===== config.mk =====
export PLATFORM = sky130hd
export DESIGN_NAME = am_lock_rx
export DESIGN_NICKNAME = d
export VERILOG_FILES = /design/src/rtl/am_lock_rx.sv
export SDC_FILE = /design/constraint.sdc
export NUM_CORES = 1
export LEC_CHECK = 0
export ABC_AREA = 1
export CAP_MARGIN = 20
export CORE_MARGIN = 2
export CORE_UTILIZATION = 48
export CTS_BUF_LIST = sky130_fd_sc_hd__clkbuf_8
export DETAILED_ROUTE_END_ITERATION = 6
export GPL_TIMING_DRIVEN = 0
export PLACE_DENSITY = 0.82
export SLEW_MARGIN = 10
export SYNTH_ARGS = -nofsm -noshare
export SYNTH_HDL_FRONTEND = slang
export SYNTH_SLANG_ARGS = --single-unit

===== constraint.sdc =====
create_clock -name clk -period 2.25 [get_ports clk]
set_input_delay 0.225 -clock clk [delete_from_list [all_inputs] [get_ports clk]]
set_output_delay 0.225 -clock clk [all_outputs]
set_load 0.02 [all_outputs]

===== src/rtl/am_lock_rx.sv =====
// Alignment marker lock and removal for one 40GBASE-R receive lane.
// Finds the periodic marker, identifies its transmit lane and flags every marker slot for removal.
module am_lock_rx #(
    parameter int HEAD_W  = 2,
    parameter int DATA_W  = 64,
    parameter int GAP_W   = 14,
    parameter int INV_MAX = 4
) (
    input  logic              clk,
    input  logic              reset,
    input  logic              valid_i,
    input  logic [HEAD_W-1:0] head_i,
    input  logic [DATA_W-1:0] data_i,
    output logic              valid_o,
    output logic [HEAD_W-1:0] head_o,
    output logic [DATA_W-1:0] data_o,
    output logic              marker_v_o,
    output logic              lock_v_o,
    output logic [1:0]        lane_o,
    output logic              am_err_o
);

    // state   | meaning
    // SEARCH  | compare every valid block against all four lane markers
    // CONFIRM | one candidate seen; only the expected slot is compared
    // LOCKED  | every expected slot is a marker; count consecutive bad ones
    typedef enum logic [1:0] {SEARCH, CONFIRM, LOCKED} state_t;

    // Key is {bytes 6,5,4, bytes 2,1,0}; BIP bytes 3 and 7 are not part of it.
    localparam logic [47:0] AM_L0 = {24'hB8896F, 24'h477690};
    localparam logic [47:0] AM_L1 = {24'h193B0F, 24'hE6C4F0};
    localparam logic [47:0] AM_L2 = {24'h649A3A, 24'h9B65C5};
    localparam logic [47:0] AM_L3 = {24'hC2865D, 24'h3D79A2};

    state_t              state_q, state_d;
    logic [GAP_W-1:0]    cnt_q, cnt_d;
    logic [1:0]          cand_q, cand_d;
    logic [1:0]          lane_q, lane_d;
    logic [1:0]          inv_q, inv_d;
    logic                lock_q, lock_d;
    logic                marker_q, marker_d;
    logic                err_q, err_d;
    logic                valid_q, valid_d;
    logic [HEAD_W-1:0]   head_q, head_d;
    logic [DATA_W-1:0]   data_q, data_d;

    logic [47:0]         key;
    logic                head_ok;
    logic [3:0]          match;
    logic                any_match;
    logic [1:0]          match_lane;
    logic                at_slot;
    logic                restart;

    assign key     = {data_i[55:32], data_i[23:0]};
    assign head_ok = (head_i == HEAD_W'(1));
    assign at_slot = (cnt_q == '1);

    always_comb begin
        match[0] = head_ok && (key == AM_L0);
        match[1] = head_ok && (key == AM_L1);
        match[2] = head_ok && (key == AM_L2);
        match[3] = head_ok && (key == AM_L3);
        any_match  = |match;
        match_lane = 2'd0;
        if (match[1]) match_lane = 2'd1;
        if (match[2]) match_lane = 2'd2;
        if (match[3]) match_lane = 2'd3;
    end

    always_comb begin
        state_d  = state_q;
        cnt_d    = cnt_q;
        cand_d   = cand_q;
        lane_d   = lane_q;
        inv_d    = inv_q;
        lock_d   = lock_q;
        marker_d = 1'b0;
        err_d    = 1'b0;
        restart  = 1'b0;
        valid_d  = valid_i;
        head_d   = head_i;
        data_d   = data_i;

        if (valid_i) begin
            cnt_d = cnt_q + GAP_W'(1);
            unique case (state_q)
                SEARCH: begin
                    restart = 1'b1;
                end
                CONFIRM: begin
                    if (at_slot) begin
                        if (match[cand_q]) begin
                            state_d  = LOCKED;
                            lock_d   = 1'b1;
                            lane_d   = cand_q;
                            inv_d    = 2'd0;
                            marker_d = 1'b1;
                            cnt_d    = '0;
                        end else begin
                            restart = 1'b1;
                        end
                    end
                end
                LOCKED: begin
                    if (at_slot) begin
                        marker_d = 1'b1;
                        cnt_d    = '0;
                        if (match[lane_q]) begin
                            inv_d = 2'd0;
                        end else begin
                            err_d = 1'b1;
                            if (inv_q != 2'b11) inv_d = inv_q + 2'd1;
                            if (int'(inv_q) + 1 >= INV_MAX) begin
                                state_d = SEARCH;
                                lock_d  = 1'b0;
                            end
                        end
                    end
                end
                default: state_d = SEARCH;
            endcase

            // A failed confirmation slot is treated exactly like a search block.
            if (restart) begin
                if (any_match) begin
                    state_d  = CONFIRM;
                    cand_d   = match_lane;
                    cnt_d    = '0;
                    marker_d = 1'b1;
                end else begin
                    state_d = SEARCH;
                end
            end
        end
    end

    always_ff @(posedge clk) begin
        if (reset) begin
            state_q  <= SEARCH;
            cnt_q    <= '0;
            cand_q   <= 2'd0;
            lane_q   <= 2'd0;
            inv_q    <= 2'd0;
            lock_q   <= 1'b0;
            marker_q <= 1'b0;
            err_q    <= 1'b0;
            valid_q  <= 1'b0;
            head_q   <= '0;
            data_q   <= '0;
        end else begin
            state_q  <= state_d;
            cnt_q    <= cnt_d;
            cand_q   <= cand_d;
            lane_q   <= lane_d;
            inv_q    <= inv_d;
            lock_q   <= lock_d;
            marker_q <= marker_d;
            err_q    <= err_d;
            valid_q  <= valid_d;
            head_q   <= head_d;
            data_q   <= data_d;
        end
    end

    assign valid_o    = valid_q;
    assign head_o     = head_q;
    assign data_o     = data_q;
    assign marker_v_o = marker_q;
    assign lock_v_o   = lock_q;
    assign lane_o     = lane_q;
    assign am_err_o   = err_q;

endmodule


==> metrics.yaml, run 1 <==
power_and_ir_drop:
  pwr-share-seq_pct: 49.1
  sw_frac_of_total_pct: 28.2
  power.density_nw_per_um2: 575
  clockPowerShare_pct: 32.1
  power.switching_mw: 0.991
  pwr-share-comb_pct: 18.8
  ir_drop_v: 0.000393
  leakagePower_nw: 2.56
  power.internal_mw: 2.52
floorplanning:
  initial_core_util_pct: 49.7
  die_x_um: 99.3
  dieArea_um2: 9860
  ios: 141
  coreArea_um2: 8760
  rows: 34
  fp.dieH_um: 99.3
finish:
  synthToLayoutAreaGrowth_pct: 40.2
  drive_gt1_share_pct: 8.34
  finalNetCount: 849
  antenna_cells: 0
placed_design:
  io_buffers: 139
  place_hpwl_mm: 9.58
  place_ws_ns: -0.147
  globalplace.congestion: 0.985
timing:
  final.min_clock_period_ns: 2.08
  skew_ns: 0.00708
  worst_pin_slew_ns: 0.678
  slew_viol_final: 0
  setup-tns-final_ns: 0
  setup_viol: 0
  fin_crit_sh_pct: 92.6
  fin_ws_ns: 0.166
  max_freq_ghz: 0.480
  hold_viol: 0
  relSlewSlack_pct: 54.8
synthesis:
  yosysTopAreaCell: "dfxtp_1"
  yosys-top-cells-area: "dfxtp_1, nor2_1, nand2_1"
  synth_nets: 698
  syn_inst: 623
  yosys_warnings: 0
  synth-seq-area-share_pct: 42.3
  synth_top_area_share_pct: 42.3
  yosysUniqueCellTypes: 31
  syn_avg_cell_area_um2: 7.00
  synth_area_um2: 4360
  ys_seq_elements: 92
detailed_routing:
  wire_per_inst_um: 13.7
  vias: 4463
  routed_via_density: 5.03
  drt-pass1-iter-count: 5
  drc_errors: 0
  wirelength_mm: 12.2
  final_antenna_net_count: 0
  drt_iter0_drc: 265
critical_path:
  cp.required_ns: 2.48
  worstRegToRegCells: 13
  worst-setup-path-type: "flop to flop"
  worstSetupStartpointType: "flop"
  rr_startpoint: "cnt_q[0]$_SDFFE_PP0P_"
  critPathSlowestCell: "dfxtp_2"
  critPathLaunch: "cnt_q[0]$_SDFFE_PP0P_"
  end_kind: "flop"
  crit_arrival_ns: 2.32
  reg2reg_to: "cnt_q[5]$_SDFFE_PP0P_"
  crit_end: "cnt_q[5]$_SDFFE_PP0P_"
  worstPathMaxFanout: 10
  reg2reg_setup_slack_ns: 0.17
  cp_cell_sequence: "ha_2, nand2_2, nor2_4, nand4_4, nor2_4, nand3_2, nor2_4, nand4_4, nand2_4, nand2_4, buf_6, nand3b_1, a21oi_1"
  max_stage_delay_ns: 0.35
  crit_top_cell: "nor2_4"
outcome:
  status: "finished, final reports clean"
global_routing:
  grt_antenna_before_repair: 0
  grt_overflow_total: 0
  grt_pass1_vias: 4313
  grt_pass1_wl_mm: 20.0
  grt_start_max_net_pins: 17
  grt_util_all_layers_pct: 25.1
clocking:
  htree_levels: 3
  clock-sinks: 92
  cts.path.max_buffers: 2
  cts_tree: "yes"
  clock_latency_ns: 0.36
  cts_buffers: 9
  path_clk_slew_ns: 0.09
  cts_root_buf: "clkbuf_8"
  ctsHoldBuffers: 0
run:
  cap_violations: 0
hold_path:
  holdCritPathClass: "input port to flop"
-- cell families after synthesis --
family | share of synthesized area, %
AO/OA/AOI/OAI | 4.08
XOR/XNOR | 1.61
adder cells (fa/ha/maj) | 1.72
buffers and inverters | 10.3
flip-flops | 42.3
AND/OR/NAND/NOR | 40.0
-- placed cells by master (no fill, tap or decap), drive strengths merged, types with 9 or more instances in the layout --
cell type / count
nor2: 157
clkdlybuf4s50: 139
nand2: 113
inv: 104
dfxtp: 92
nand3: 38
nand4: 28
a21oi: 25
clkbuf: 19
nor3: 15
nand3b: 9
-- final cells by class --
| class | count | area, um2 |
|---|---|---|
| buffer | 13 | 71.3 |
| clock buffer | 9 | 124 |
| clock inverter | 7 | 73.8 |
| fill | 773 | 2650 |
| inverter | 101 | 379 |
| multi-input combinational | 417 | 2080 |
| sequential | 92 | 1840 |
| tap | 108 | 135 |
| timing repair buffer | 140 | 1400 |
-- worst max-delay path: cells and delay by family, from the launching register on --
| family | cells | cell delay (ns) |
|---|---|---|
| AOI/OAI and AO/OA | 1 | 0.06 |
| adders and majority gates | 1 | 0.20 |
| buffers and inverters | 1 | 0.14 |
| DFF | 1 | 0.35 |
| and+or+nand+nor | 10 | 1.19 |
-- power groups by stage --
stage | registers (mW) | logic [mW] | clock network [mW]
final | 1.72 | 0.662 | 1.13
after global placement | 1.76 | 0.641 | 0
after detailed placement | 1.76 | 0.653 | 0
after CTS | 1.72 | 0.657 | 1.15
after global routing | 1.73 | 0.716 | 1.22
after floorplan | 1.84 | 0.228 | 0
-- worst min path at each step --
stage	start	end	slack, ns	depth (start not counted)
finish	data_i[4]	data_o[4]$_SDFF_PP0_	0.12	3
global route	data_i[4]	data_o[4]$_SDFF_PP0_	0.11	3
CTS	data_i[4]	data_o[4]$_SDFF_PP0_	0.12	3
detailed placement	lock_v_o$_SDFFE_PP0P_	lock_v_o$_SDFFE_PP0P_	0.48	2
global placement	lock_v_o$_SDFFE_PP0P_	lock_v_o$_SDFFE_PP0P_	0.47	2
floorplan	reset	valid_o$_SDFF_PP0_	0.31	1
-- routing by layer --
metal,track usage (%),vias up,wire length [um]
li1,-,2249,-
met1,33.1,2039,5460
met2,42.2,155,5670
met3,4.71,20,875
met4,6.74,0,172
met5,0,-,0
-- flip-flops by register name (all words and copies together) (netlist names) --
register / count
data_o: 64
marker_v_o: 1
cand_q: 2
head_o: 2
state_q: 2
cnt_q: 14
valid_o: 1
am_err_o: 1
lane_o: 2
inv_q: 2
lock_v_o: 1
-- synth_stat cells --
cell type and instances:
nor2_1 141, nand2_1 106, inv_1 93, dfxtp_1 92, nand3_1 34, nand4_1 26, a21oi_1 23, nor3_1 14
clkbuf_1 10, nor2_2 10, nand3b_1 9, inv_2 7, nor4_1 7, ha_1 6, nor2_4 6, o21ai_0 6
xor2_1 6, nand2_2 5, buf_6 3, nand3_2 3, a21oi_2 2, nand2_4 2, nand4_4 2, or2_2 2
xnor2_1 2, and3_1 1, clkinv_1 1, nand3_4 1, nor3_2 1, o211a_1 1, o21ai_1 1
-- per-stage QoR --
stage	cells	cell area, um2	power, mW	hold WS (ns)	util (%)
after floorplan	623	4360	2.07	0.309	-
after global placement	870	5890	2.40	0.469	67.2
after detailed placement	870	5890	2.42	0.477	67.2
after CTS	886	6080	3.53	0.115	69.4
after global routing	887	6110	3.67	0.113	69.7
final	887	6110	3.51	0.122	69.7
-- timing repair --
action,in CTS,in global routing
setup endpoints to repair,0,14
resized for setup,0,6
setup buffers,0,1
hold endpoints to repair,0,0
Note: power is estimated with default switching activity, not from simulation.
==> run 2: changes to the inputs <==
--- a/config.mk
+++ b/config.mk
@@ -11,7 +11,8 @@
 export CORE_UTILIZATION = 48
 export CTS_BUF_LIST = sky130_fd_sc_hd__clkbuf_8
 export DETAILED_ROUTE_END_ITERATION = 6
-export GPL_TIMING_DRIVEN = 0
+export HOLD_SLACK_MARGIN = 0.12
+export MAX_ROUTING_LAYER = met4
 export PLACE_DENSITY = 0.82
 export SLEW_MARGIN = 10
 export SYNTH_ARGS = -nofsm -noshare
==> metrics.yaml, run 2 (synthesis gave the netlist of run 1 again) <==
critical_path:
  worst-setup-path-type: "flop to flop"
  worstPathMaxFanout: 5  # -5
  cp.buffers_inverters: 0  # -1
  max_stage_delay_ns: 0.36  # about the same
  crit_top_cell: "nor2_4"
  cp_top_family: "simple AND/OR/NAND/NOR gates"
  critPathSlowestCell: "dfxtp_2"
  cp.required_ns: 2.49  # about the same
  cp_cell_sequence: "ha_2, nand2_2, nor2_4, nand4_4, nor2_4, nand3_2, nor2_4, nor2_1, nor2_4, nand3_1, o21ai_0, a21oi_1"
  end_kind: "flop"
  worstSetupStartpointType: "flop"
  crit_arrival_ns: 2.38  # +0.06 ns
finish:
  finalNetCount: 873  # +2.8%
  layoutNonFillerInstCount: 911  # +2.7%
  final_common_cell: "clkdlybuf4s50_1"
  final_core_util_pct: 72.3  # +2.6 points
  layout_common_cells: "clkdlybuf4s50_1, nor2_1, nand2_1"
  largest_register_ffs: 64  # unchanged
  synthToLayoutAreaGrowth_pct: 45.4
  drive_gt1_share_pct: 12.5  # +4.1 points
  nFillCells: 680  # -12%
  antenna_cells: 0  # unchanged
  finalInstanceArea_um2: 6340  # +3.7%
timing:
  final.min_clock_period_ns: 2.13  # +0.0491 ns
  hold_viol: 0  # unchanged
  fin_crit_sh_pct: 94.8  # +2.2 points
  worst_pin_slew_ns: 0.494  # -0.184 ns
  slew_viol_final: 0  # unchanged
  rsz0062_at_grt: "true"
  whs_ns: 0.359  # +0.237 ns
  skew_ns: 0.00934  # +0.00226 ns
  relSlewSlack_pct: 67.1  # +12 points
  setup_viol: 0  # unchanged
  max_freq_ghz: 0.469  # -2.3%
detailed_routing:
  drt_iter0_drc: 351  # +32%
  wirelength_mm: 12.8  # +5.0%
  wire_per_inst_um: 14.0  # +2.2%
  drt-pass1-iter-count: 5  # unchanged
  final_antenna_net_count: 0  # unchanged
  drc_errors: 0  # unchanged
  vias: 4657  # +4.3%
  routed_via_density: 5.11  # +1.6%
floorplanning:
  rows: 34  # unchanged
  dieArea_um2: 9860  # unchanged
  initial_core_util_pct: 49.7  # unchanged
  fp.dieH_um: 99.3  # unchanged
  ios: 141  # unchanged
  coreArea_um2: 8760  # unchanged
  die_x_um: 99.3  # unchanged
power_and_ir_drop:
  leakagePower_nw: 2.72  # +6.1%
  ir_drop_v: 0.000351  # -11%
  power.density_nw_per_um2: 575  # about the same
  power.total_mw: 3.65  # +3.7%
clocking:
  cts_buffers: 9  # unchanged
  path_clk_slew_ns: 0.09  # about the same
  clock_latency_ns: 0.36  # about the same
  htree_levels: 3  # unchanged
  cts_root_buf: "clkbuf_8"
  clock-sinks: 92  # unchanged
  cts_tree: "yes"
  cts.path.max_buffers: 2  # unchanged
hold_path:
  holdCritPathClass: "input port to flop"
global_routing:
  gr-max-usage-layer: "met2"
  met1_usage_pct: 33.4  # +0.31 points
  grtUsageMet3_pct: 4.64  # -0.070 points
  grt_util_all_layers_pct: 26.8  # +1.7 points
  grt_use_met2_pct: 44.2  # +2.0 points
  grt_antenna_before_repair: 0  # unchanged
  grt_start_max_net_pins: 51  # +34
  grt_overflow_total: 0  # unchanged
  grt_pass1_vias: 4527  # +5.0%
  grt_pass1_wl_mm: 20.9  # +4.4%
placed_design:
  placed_cell_area_um2: 6070  # +3.2%
  place_inst: 892  # +2.5%
  place_hpwl_mm: 9.72  # +1.5%
  io_buffers: 140  # +0.72%
  globalplace.congestion: 1.04  # +5.8%
run:
  cap_violations: 0  # unchanged
outcome:
  status: "finished, final reports clean"
-- run 2: final cells by class --
type                    count  area, um2  share of cell area (%)
multi-input cells         417       2090                    32.9
flip-flops and latches     92       1840                    29.1
repair buffers            177       1680                    26.5
inverters                 101        379                    5.98
well taps                 108        135                    2.13
clock buffers               9        124                    1.95
clock inverters             7       91.3                    1.44
-- run 2: final timing paths --
| check | startpoint | to | slack (ns) | cells after the start |
|---|---|---|---|---|
| max | cnt_q[1]$_SDFFE_PP0P_ | lock_v_o$_SDFFE_PP0P_ | 0.12 | 12 |
| min | data_i[30] | data_o[30]$_SDFF_PP0_ | 0.36 | 3 |
| max reg2reg | cnt_q[1]$_SDFFE_PP0P_ | lock_v_o$_SDFFE_PP0P_ | 0.12 | 12 |
| min reg2reg | cnt_q[11]$_SDFFE_PP0P_ | cnt_q[11]$_SDFFE_PP0P_ | 0.48 | 2 |
-- run 2: per-stage QoR --
stage	setup TNS, ns	worst slack, ns
after CTS	0	0.0957
after detailed placement	-3.46	-0.213
after floorplan	0	0.395
after global routing	-0.0974	-0.0270
after global placement	-1.81	-0.120
final	0	0.117
-- run 2: timing repair --
item,4_1_cts,5_1_grt
gates resized for setup,0,8
setup buffers,0,2
hold endpoints to repair,1,0
endpoints found under the setup margin,0,17
hold buffers,1,0
-- run 2: worst min-delay path, delay by kind of cell --
family	cells	cell delay, ns
AND/OR/NAND/NOR	1	0.03
buffers and inverters	2	0.44
-- run 2: where the power goes --
part | switching [mW] | internal (mW)
combinational | 0.374 | 0.327
sequential | 0.0244 | 1.70
clock | 0.594 | 0.624
total | 0.993 | 2.65
-- run 2: layer usage --
layer,wire length (um),share of wire [%]
met3,1040,8.1
met5,0,0
met4,264,2.1
met1,5410,42
met2,6070,48
==> run 3: changes to the inputs <==
--- a/config.mk
+++ b/config.mk
@@ -6,8 +6,7 @@
 export NUM_CORES = 1
 export LEC_CHECK = 0
 export ABC_AREA = 1
-export CAP_MARGIN = 20
-export CORE_MARGIN = 2
+export CORE_MARGIN = 4
 export CORE_UTILIZATION = 48
 export CTS_BUF_LIST = sky130_fd_sc_hd__clkbuf_8
 export DETAILED_ROUTE_END_ITERATION = 6
==> metrics.yaml, run 3 (synthesis gave the netlist of run 1 again) <==
critical_path:
  rr_startpoint: "cnt_q[0]$_SDFFE_PP0P_"
  end_kind: "flop"
  reg2reg_setup_slack_ns: 0.19  # +0.07 ns
  worstPathMaxFanout: 4  # -1
  cp_cell_sequence: "clkdlybuf4s50_1, nor2_1, nand2_1, nor2_1, nand2_1, nor2_1, nand2_1, buf_4, nand2_1, nand3_1, nand3_1, nor2_1, nor2_4, nand2_1, o211a_1"
  worst-setup-path-type: "input port to flop"
  worstRegToRegCells: 13  # +1
  cp_top_family: "simple AND/OR/NAND/NOR gates"
  critPathSlowestCell: "clkdlybuf4s50_1"
  reg2reg_to: "inv_q[1]$_SDFFE_PP0P_"
  cp.required_ns: 2.52  # +0.03 ns
  cp.buffers_inverters: 2  # +2
  worstSetupStartpointType: "input port"
  max_stage_delay_ns: 0.48  # +0.12 ns
  crit_arrival_ns: 2.36  # -0.02 ns
  critPathLaunch: "data_i[3]"
  crit_top_cell: "nand2_1"
timing:
  final.min_clock_period_ns: 2.09  # -0.0410 ns
  worst_pin_slew_ns: 0.416  # -0.0781 ns
  max_freq_ghz: 0.478  # +2.0%
  relSlewSlack_pct: 72.3  # +5.2 points
  rsz0062_at_grt: "false"
  hold_viol: 0  # unchanged
  fin_crit_sh_pct: 93.0  # -1.8 points
  setup-tns-final_ns: 0  # unchanged
  skew_ns: 0.00978  # +0.000434 ns
  slew_viol_final: 0  # unchanged
  setup_viol: 0  # unchanged
floorplanning:
  die_x_um: 103  # +4.0%
  dieArea_um2: 10700  # +8.2%
  rows: 34  # unchanged
  initial_core_util_pct: 49.7  # unchanged
  fp.dieH_um: 103  # +4.0%
  ios: 141  # unchanged
  coreArea_um2: 8760  # unchanged
finish:
  final_core_util_pct: 74.2  # +1.8 points
  synthToLayoutAreaGrowth_pct: 49.1
  antenna_cells: 0  # unchanged
  largest_register_ffs: 64  # unchanged
  layout_common_cells: "nor2_1, clkdlybuf4s50_1, nand2_1"
  nFillCells: 666  # -2.1%
  finalNetCount: 899  # +3.0%
  drive_gt1_share_pct: 15.0  # +2.5 points
  regArea_um2: 1840  # -0.14%
  multiInputGateArea_um2: 2090  # +0.30%
  finalInstanceArea_um2: 6500  # +2.5%
clocking:
  cts_tree: "yes"
  cts_root_buf: "clkbuf_8"
  cts_buffers: 9  # unchanged
  cts.path.max_buffers: 2  # unchanged
  path_clk_slew_ns: 0.10  # about the same
  clock_latency_ns: 0.36  # about the same
  clock-sinks: 92  # unchanged
  htree_levels: 3  # unchanged
detailed_routing:
  vias: 4759  # +2.2%
  drt-pass1-iter-count: 6  # +1
  routed_via_density: 5.08  # -0.65%
  wire_per_inst_um: 14.0  # about the same
  drt_iter0_drc: 370  # +5.4%
  wirelength_mm: 13.1  # +2.8%
  final_antenna_net_count: 0  # unchanged
  drc_errors: 0  # unchanged
power_and_ir_drop:
  ir_drop_v: 0.000276  # -21%
  power.total_mw: 3.47  # -4.9%
  power.internal_mw: 2.48  # -6.5%
  power.density_nw_per_um2: 534  # -7.2%
  leakagePower_nw: 2.81  # +3.4%
  power.switching_mw: 0.988  # -0.49%
  pwr-share-seq_pct: 49.7  # +2.4 points
  sw_frac_of_total_pct: 28.5  # +1.3 points
  clockPowerShare_pct: 29.3  # -4.1 points
  pwr-share-comb_pct: 21.0  # +1.8 points
hold_path:
  hold_start: "data_i[57]"
  min_to: "data_o[57]$_SDFF_PP0_"
  holdCritPathClass: "input port to flop"
  worstHoldPathCells: 3  # unchanged
placed_design:
  placed_cell_area_um2: 6280  # +3.3%
  place_hpwl_mm: 10.3  # +6.4%
  io_buffers: 140  # unchanged
  globalplace.congestion: 0.962  # -7.7%
run:
  cap_violations: 0  # unchanged
global_routing:
  grt_overflow_total: 0  # unchanged
  grt_pass1_wl_mm: 21.5  # +2.8%
  grt_util_all_layers_pct: 26.0  # -0.72 points
  grt_start_max_net_pins: 42  # -18%
  grt_pass1_vias: 4625  # +2.2%
  grt_antenna_before_repair: 0  # unchanged
outcome:
  status: "finished, final reports clean"
## run 3: changes by cell type in the layout (fill, tap and decap cells not counted), moves of 2 or more
cell / change
dfxtp_2: -2
bufinv_16: -2
dfxtp_1: +2
nor2_1: +2
buf_4: +26
clkinvlp_4: +3
nor2_2: -2
## run 3: worst max-delay path by stage
stage / end / slack [ns] / cells after the start
global route: inv_q[0]$_SDFFE_PP0P_ / 0.01 / 13
floorplan: cnt_q[10]$_SDFFE_PP0P_ / 0.40 / 13
detailed placement: cnt_q[2]$_SDFFE_PP0P_ / -0.25 / 13
CTS: cnt_q[13]$_SDFFE_PP0P_ / 0.1 / 12
finish: inv_q[1]$_SDFFE_PP0P_ / 0.16 / 15
global placement: cnt_q[13]$_SDFFE_PP0P_ / -0.12 / 13
## run 3: area by class of cell
| type | count | share of cell area, % |
|---|---|---|
| Inverter | 101 | 5.83 |
| Timing Repair Buffer | 203 | 28.8 |
| Sequential cell | 92 | 28.3 |
| Clock inverter | 6 | 0.616 |
| Clock buffer | 10 | 2.12 |
| Multi-Input combinational cell | 417 | 32.2 |
| Tap cell | 108 | 2.08 |
## run 3: power groups by stage
stage | clock network, mW | registers [mW] | logic (mW)
after floorplan | 0 | 1.84 | 0.228
after global placement | 0 | 1.76 | 0.702
after detailed placement | 0 | 1.76 | 0.715
after CTS | 1.03 | 1.73 | 0.722
after global routing | 1.11 | 1.73 | 0.786
final | 1.02 | 1.72 | 0.727
## run 3: repair_timing
action / in CTS / in global routing
hold buffers: 1 / 0
setup buffers: 0 / 1
gates resized for setup: 0 / 6
endpoints found under the setup margin: 0 / 19
hold endpoints to repair: 2 / 0
## run 3: worst register-to-register path, delay by kind of cell, from the launching register on
family,cells,cell delay [ns]
simple gates,10,1.22
flops,1,0.38
fa+ha+maj,1,0.21
compound gates,1,0.10
buf+inv,1,0.08
## run 3: metal layers
metal | up-vias | routed length [um] | GRT usage (%)
met5 | - | 0 | -
met1 | 2181 | 5560 | 32.6
met4 | 0 | 199 | 8.67
li1 | 2341 | - | -
met3 | 22 | 1090 | 4.49
met2 | 215 | 6290 | 42.8
## run 3: through the flow
stage	setup WS (ns)	instances	hold WS, ns
2_1_floorplan	0.395	623	0.309
3_3_place_gp	-0.122	919	0.443
3_5_place_dp	-0.250	919	0.455
4_1_cts	0.0966	936	0.365
5_1_grt	0.0119	937	0.368
6_report	0.158	937	0.371
==> RTL change 1: new RTL, config.mk and constraints of run 2 <==
The 3 states of `state_t` get a one-hot encoding in 3 bits.
--- a/src/rtl/am_lock_rx.sv
+++ b/src/rtl/am_lock_rx.sv
@@ -26,3 +26,3 @@
     // LOCKED  | every expected slot is a marker; count consecutive bad ones
-    typedef enum logic [1:0] {SEARCH, CONFIRM, LOCKED} state_t;
+    typedef enum logic [2:0] {SEARCH = 3'b001, CONFIRM = 3'b010, LOCKED = 3'b100} state_t;
 
Check against the original RTL: same outputs for any inputs over 10 cycles, from zero or initial values and one cycle with reset high; not proved beyond that.
==> RTL change 1 against run 2 <==
  * The run now ends with setup timing left
  * Total power decreased by 1.5%
  * Non-clock buffer count rose by 98
  * Sequential cell count is 1 higher
  * Worst hold slack worse by 0.18 ns
  * Sequential share of layout area decreased by 3.8 points
  * Count of clock-buffer cells in the layout unchanged
  * Wire length grew 39%
  * Worst setup slack lost 0.15 ns
  * Area after synthesis rose by 3.6%
  * Cell area rose by 16%
  * Combinational power up 15%
  * Die area rose by 3.5%
  * Critical path type unchanged
  * Critical endpoint is now inv_q[0]
  * Largest cell class is now buffers
  * Largest power group unchanged
==> RTL change 1: results (changes against run 2) <==
<table>
<tr><th>Metric</th><th>Value</th></tr>
<tr><th colspan="2">Drt</th></tr>
<tr><td>Total length of routed wires</td><td>17700 um (+39%)</td></tr>
<tr><td>Total via count after detailed routing</td><td>5659 (+22%)</td></tr>
<tr><td>Met1 Wirelength</td><td>7250 um (+34%)</td></tr>
<tr><td>Total met3 wirelength after detailed routing</td><td>1110 um (+7.1%)</td></tr>
<tr><td>Met2 wire length</td><td>8670 um (+43%)</td></tr>
<tr><th colspan="2">Critical path</th></tr>
<tr><td>Arrival time of data at the critical path endpoint</td><td>2.59 ns (+0.21 ns)</td></tr>
<tr><td>Crit-path max FO</td><td>5 (unchanged)</td></tr>
<tr><td>Depth of the worst register-to-register path</td><td>15 (+3)</td></tr>
<tr><th colspan="2">Global route</th></tr>
<tr><td>Initial antenna violation count</td><td>1 (+1)</td></tr>
<tr><td>First-pass GRT wire length</td><td>27300 um (+31%)</td></tr>
<tr><td>Pin count of the biggest net entering global routing</td><td>85 (+67%)</td></tr>
<tr><td>GRT met3 Usage</td><td>4.30% (-0.34 points)</td></tr>
<tr><td>GRT met1 Usage</td><td>41.7% (+8.3 points)</td></tr>
<tr><th colspan="2">Finish</th></tr>
<tr><td>Ratio of cells with drive above 1 in the final layout</td><td>22.2% (+9.8 points)</td></tr>
<tr><td>Number of nets at the end of the flow</td><td>1030 (+18%)</td></tr>
<tr><th colspan="2">Place</th></tr>
<tr><td>Final Wtd Congestion</td><td>0.979 (-6.1%)</td></tr>
<tr><td>Detail Placement HPWL</td><td>13900 um (+42%)</td></tr>
<tr><th colspan="2">Synth</th></tr>
<tr><td>Top cell types by occurrence after synthesis</td><td>sky130_fd_sc_hd__nor2_1 (162), sky130_fd_sc_hd__nand2_1 (131), sky130_fd_sc_hd__inv_1 (103)</td></tr>
<tr><td>Net Count, Synth</td><td>755 (+8.2%)</td></tr>
<tr><td>Fraction of synthesis flops using an asynchronous set or reset pin</td><td>0% (unchanged)</td></tr>
<tr><td>Area contributors post-synth</td><td>sky130_fd_sc_hd__dfxtp_1 (41%), sky130_fd_sc_hd__nor2_1 (13%), sky130_fd_sc_hd__nand2_1 (11%)</td></tr>
<tr><td>Sequential-to-total area share from yosys stat</td><td>41.2% (-1.0 points)</td></tr>
<tr><th colspan="2">Timing</th></tr>
<tr><td>Smallest setup slack after layout</td><td>-0.0309 ns (-0.148 ns)</td></tr>
<tr><td>Endpoints failing setup</td><td>3 (+3)</td></tr>
<tr><td>Actual slew at the worst max-slew pin</td><td>0.474 ns (-0.0196 ns)</td></tr>
<tr><th colspan="2">Clock tree</th></tr>
<tr><td>Root cell of the clock tree</td><td>sky130_fd_sc_hd__clkbuf_8</td></tr>
<tr><th colspan="2">Power and ir drop</th></tr>
<tr><td>Static power due to leakage</td><td>3.37 nW (+24%)</td></tr>
<tr><td>VDD IR-drop max</td><td>0.315 mV (-10%)</td></tr>
<tr><th colspan="2">Status</th></tr>
<tr><td>Result of the run</td><td>finished, violations left</td></tr>
<tr><td>Failing checks</td><td>setup timing</td></tr>
</table>
-- RTL change 1: cell families (layout without fill, tap and decap cells) --
logic type | count (synthesis) | count (layout) | synth area share, %
AOI/OAI and AO/OA | 37 | 37 | 4.93
xor gates and xnor gates | 7 | 7 | 1.36
other | 0 | 1 | 0
buffers and inverters | 119 | 399 | 9.89
and+or+nand+nor | 424 | 424 | 41.8
DFF | 93 | 93 | 41.2
adders and majority gates | 3 | 3 | 0.831
-- RTL change 1: timing repair --
item	CTS	global route
resized for setup	3	47
pin swaps	0	10
setup buffers	0	5
setup endpoints to repair	2	24
-- RTL change 1: final cells by class --
cell class                      instances  area (sq um)
Multi-Input combinational cell        471          2330
Timing Repair Buffer                  275          2450
Clock buffer                            9           124
Inverter                              108           405
Sequential cell                        93          1860
Clock inverter                          7          50.0
Antenna cell                            1          2.50
Tap cell                              111           139
Fill cell                             634          1830
-- RTL change 1: where the power goes --
part | switching [mW] | internal, mW
Sequential | 0.0267 | 1.72
Clock | 0.631 | 0.406
Combinational | 0.411 | 0.399
-- RTL change 1: metrics by stage --
stage / total power, mW / TNS, ns / cell area, sq um / cells / setup slack (ns)
floorplan: 2.06 / 0 / 4520 / 683 / 0.330
global placement: 2.53 / -4.99 / 7000 / 1053 / -0.262
detailed placement: 2.56 / -6.85 / 7000 / 1053 / -0.393
CTS: 3.57 / 0 / 7180 / 1069 / 0.0263
global route: 3.73 / -1.13 / 7360 / 1075 / -0.162
finish: 3.59 / -0.0675 / 7360 / 1075 / -0.0309
-- RTL change 1: worst min-delay path by stage --
stage	start	to	slack (ns)	cells after the start
2_1_floorplan	reset	valid_o	0.31	1
3_3_place_gp	cnt_q[6]	cnt_q[6]	0.45	2
3_5_place_dp	cnt_q[11]	cnt_q[11]	0.47	2
4_1_cts	reset	state_q[0]	0.25	3
5_1_grt	data_i[53]	data_o[53]	0.19	3
6_report	data_i[13]	data_o[13]	0.18	3
-- RTL change 1: worst max-delay path: stages (launching register included) --
cell and delay [ns]:
sky130_fd_sc_hd__dfxtp_2 0.38, sky130_fd_sc_hd__ha_4 0.16, sky130_fd_sc_hd__nand2_4 0.06, sky130_fd_sc_hd__nor2_4 0.13
sky130_fd_sc_hd__nand3_2 0.11, sky130_fd_sc_hd__nor2_4 0.19, sky130_fd_sc_hd__nand2_2 0.10, sky130_fd_sc_hd__nor2_4 0.15
sky130_fd_sc_hd__nand3_4 0.14, sky130_fd_sc_hd__a21oi_4 0.27, sky130_fd_sc_hd__nand2_2 0.08, sky130_fd_sc_hd__a21oi_2 0.14
sky130_fd_sc_hd__nand3_1 0.10, sky130_fd_sc_hd__nand2_1 0.09, sky130_fd_sc_hd__inv_1 0.05, sky130_fd_sc_hd__nor2_1 0.07
==> RTL change 2: new RTL, config.mk and constraints of run 2 <==
Without the edit above. Set the parameter `DATA_W` to 68 (it was 64).
--- a/src/rtl/am_lock_rx.sv
+++ b/src/rtl/am_lock_rx.sv
@@ -4,3 +4,3 @@
     parameter int HEAD_W  = 2,
-    parameter int DATA_W  = 64,
+    parameter int DATA_W  = 68,
     parameter int GAP_W   = 14,
Ports: changed (resized data_i and data_o); port bits go from 141 to 149. The function was not compared with the original's and may differ.
==> RTL change 2 against run 2 <==
  * Synthesized cell count grew 8.8%
  * Global-route usage grew 3.9 points
  * Wire length grew 26%
  * Worst setup slack lost 0.052 ns
  * Cell area grew 16%
  * Area after synthesis grew 4.9%
  * Total power grew 2.0%
  * Clock power shrank 13%
  * Sequential cell count grew 4
  * Critical path type is now in2reg
  * Critical endpoint is now state_q[1]
  * Largest cell class is now buffers
==> RTL change 2: results (changes against run 2) <==
<table>
<tr><th>Metric</th><th>Value</th></tr>
<tr><th colspan="2">Synth</th></tr>
<tr><td>Post-synthesis share of cell area spent on xor and xnor gates</td><td>1.72% (+0.12 points)</td></tr>
<tr><td>Sequential-to-total area share from yosys stat</td><td>42.0% (-0.20 points)</td></tr>
<tr><td>Top cell types by occurrence after synthesis</td><td>sky130_fd_sc_hd__nor2_1 (150), sky130_fd_sc_hd__nand2_1 (121), sky130_fd_sc_hd__dfxtp_1 (96)</td></tr>
<tr><td>Compound-cell area share of the yosys netlist</td><td>4.16% (+0.085 points)</td></tr>
<tr><td>Post-Synth Adder-Cell Area</td><td>1.64% (-0.080 points)</td></tr>
<tr><td>Distinct cell type count of the synthesized netlist</td><td>32 (+3.2%)</td></tr>
<tr><td>Net Count, Synth</td><td>757 (+8.5%)</td></tr>
<tr><td>Area contributors post-synth</td><td>sky130_fd_sc_hd__dfxtp_1 (42%), sky130_fd_sc_hd__nor2_1 (12%), sky130_fd_sc_hd__nand2_1 (9.9%)</td></tr>
<tr><th colspan="2">Drt</th></tr>
<tr><td>Total length of routed wires</td><td>16100 um (+26%)</td></tr>
<tr><td>Initial detailed-routing violation count</td><td>412 (+17%)</td></tr>
<tr><td>Total via count after detailed routing</td><td>5484 (+18%)</td></tr>
<tr><th colspan="2">Place</th></tr>
<tr><td>Port buffer count</td><td>148 (+5.7%)</td></tr>
<tr><td>Placed instance area</td><td>6970 sq um (+15%)</td></tr>
<tr><td>Detail Placement HPWL</td><td>12600 um (+29%)</td></tr>
<tr><td>Final Wtd Congestion</td><td>0.968 (-7.1%)</td></tr>
<tr><th colspan="2">Timing</th></tr>
<tr><td>Rel. slew slack</td><td>57.5% (-9.5 points)</td></tr>
<tr><td>Clock skew</td><td>0.0130 ns (+0.00370 ns)</td></tr>
<tr><th colspan="2">Min path</th></tr>
<tr><td>Start point of the worst min-delay path</td><td>data_i[14]</td></tr>
<tr><th colspan="2">Global route</th></tr>
<tr><td>Vias in the first global route</td><td>5143 (+14%)</td></tr>
<tr><td>Global-route usage over all layers</td><td>30.7% (+3.9 points)</td></tr>
<tr><th colspan="2">Power and ir drop</th></tr>
<tr><td>Static power due to leakage</td><td>3.17 nW (+17%)</td></tr>
<tr><td>VDD IR-drop max</td><td>0.327 mV (-7.0%)</td></tr>
<tr><th colspan="2">Critical path</th></tr>
<tr><td>Crit-path max FO</td><td>4 (-1)</td></tr>
<tr><td>Arrival time of data at the critical path endpoint</td><td>2.49 ns (+0.11 ns)</td></tr>
<tr><td>Critical Path Source</td><td>data_i[8]</td></tr>
<tr><th colspan="2">Finish</th></tr>
<tr><td>Number of flip-flops under the largest register name</td><td>68 (+6.3%)</td></tr>
<tr><td>Ratio of cells with drive above 1 in the final layout</td><td>20.1% (+7.7 points)</td></tr>
<tr><th colspan="2">Status</th></tr>
<tr><td>Result of the run</td><td>completed</td></tr>
</table>
==> RTL change 2: power breakdown <==
group / internal [mW] / switching (mW) / total (mW)
registers: 1.78 / 0.0280 / 1.80
clock network: 0.410 / 0.649 / 1.06
logic: 0.420 / 0.437 / 0.857
==> RTL change 2: path summary, 6_finish.rpt <==
| kind | end | slack [ns] | cells after the start |
|---|---|---|---|
| max reg2reg | cnt_q[5] | 0.12 | 15 |
| max | state_q[1] | 0.07 | 16 |
| min | data_o[14] | 0.27 | 4 |
| min reg2reg | lock_v_o | 0.50 | 2 |
==> RTL change 2: metrics by stage <==
stage | std cells | hold slack (ns) | power [mW] | setup WS (ns) | util [%]
2_1_floorplan | 678 | 0.332 | 2.16 | 0.381 | -
3_3_place_gp | 1048 | 0.468 | 2.64 | -0.181 | 75.5
3_5_place_dp | 1048 | 0.479 | 2.67 | -0.307 | 75.5
4_1_cts | 1064 | 0.346 | 3.70 | 0.0306 | 77.4
5_1_grt | 1069 | 0.287 | 3.86 | -0.0111 | 79.4
6_report | 1069 | 0.269 | 3.72 | 0.0652 | 79.4
==> RTL change 2: final cells by class <==
class | count | area, sq um | area share (%)
well taps | 129 | 161 | 2.20
clock buffers | 9 | 124 | 1.69
repair buffers | 259 | 2340 | 31.9
multi-input cells | 460 | 2320 | 31.6
inverters | 109 | 409 | 5.57
flip-flops and latches | 96 | 1930 | 26.3
clock inverters | 7 | 52.6 | 0.716
==> RTL change 2: worst max-delay path, cell delays in order <==
cell and delay [ns]:
sky130_fd_sc_hd__clkdlybuf4s50_1 0.45, sky130_fd_sc_hd__buf_4 0.16, sky130_fd_sc_hd__nor3_1 0.28, sky130_fd_sc_hd__nand3_1 0.15
sky130_fd_sc_hd__nor2_1 0.14, sky130_fd_sc_hd__nand2_1 0.12, sky130_fd_sc_hd__nand2_1 0.10, sky130_fd_sc_hd__nand3_2 0.12
sky130_fd_sc_hd__nand3_2 0.09, sky130_fd_sc_hd__buf_4 0.12, sky130_fd_sc_hd__nor2_1 0.04, sky130_fd_sc_hd__nor2_1 0.12
sky130_fd_sc_hd__nand2_2 0.11, sky130_fd_sc_hd__nand3_1 0.09, sky130_fd_sc_hd__nand2_1 0.06, sky130_fd_sc_hd__nor2_1 0.12
==> RTL change 2: per-layer routing <==
| layer | part of all wire [%] | global-route usage (%) | wire (um) | up-vias |
|---|---|---|---|---|
| met5 | 0 | - | 0 | - |
| met4 | 3.0 | 9.98 | 486 | 0 |
| li1 | - | - | - | 2650 |
| met2 | 48 | 51.8 | 7730 | 294 |
| met3 | 7.3 | 3.45 | 1170 | 56 |
| met1 | 42 | 38.2 | 6670 | 2484 |
==> RTL change 2: timing repair <==
action                                  4_1_cts  5_1_grt
cloned                                        0        1
setup buffers                                 0        4
resized for setup                             1       38
pin swaps                                     0        9
endpoints found under the setup margin        1       23
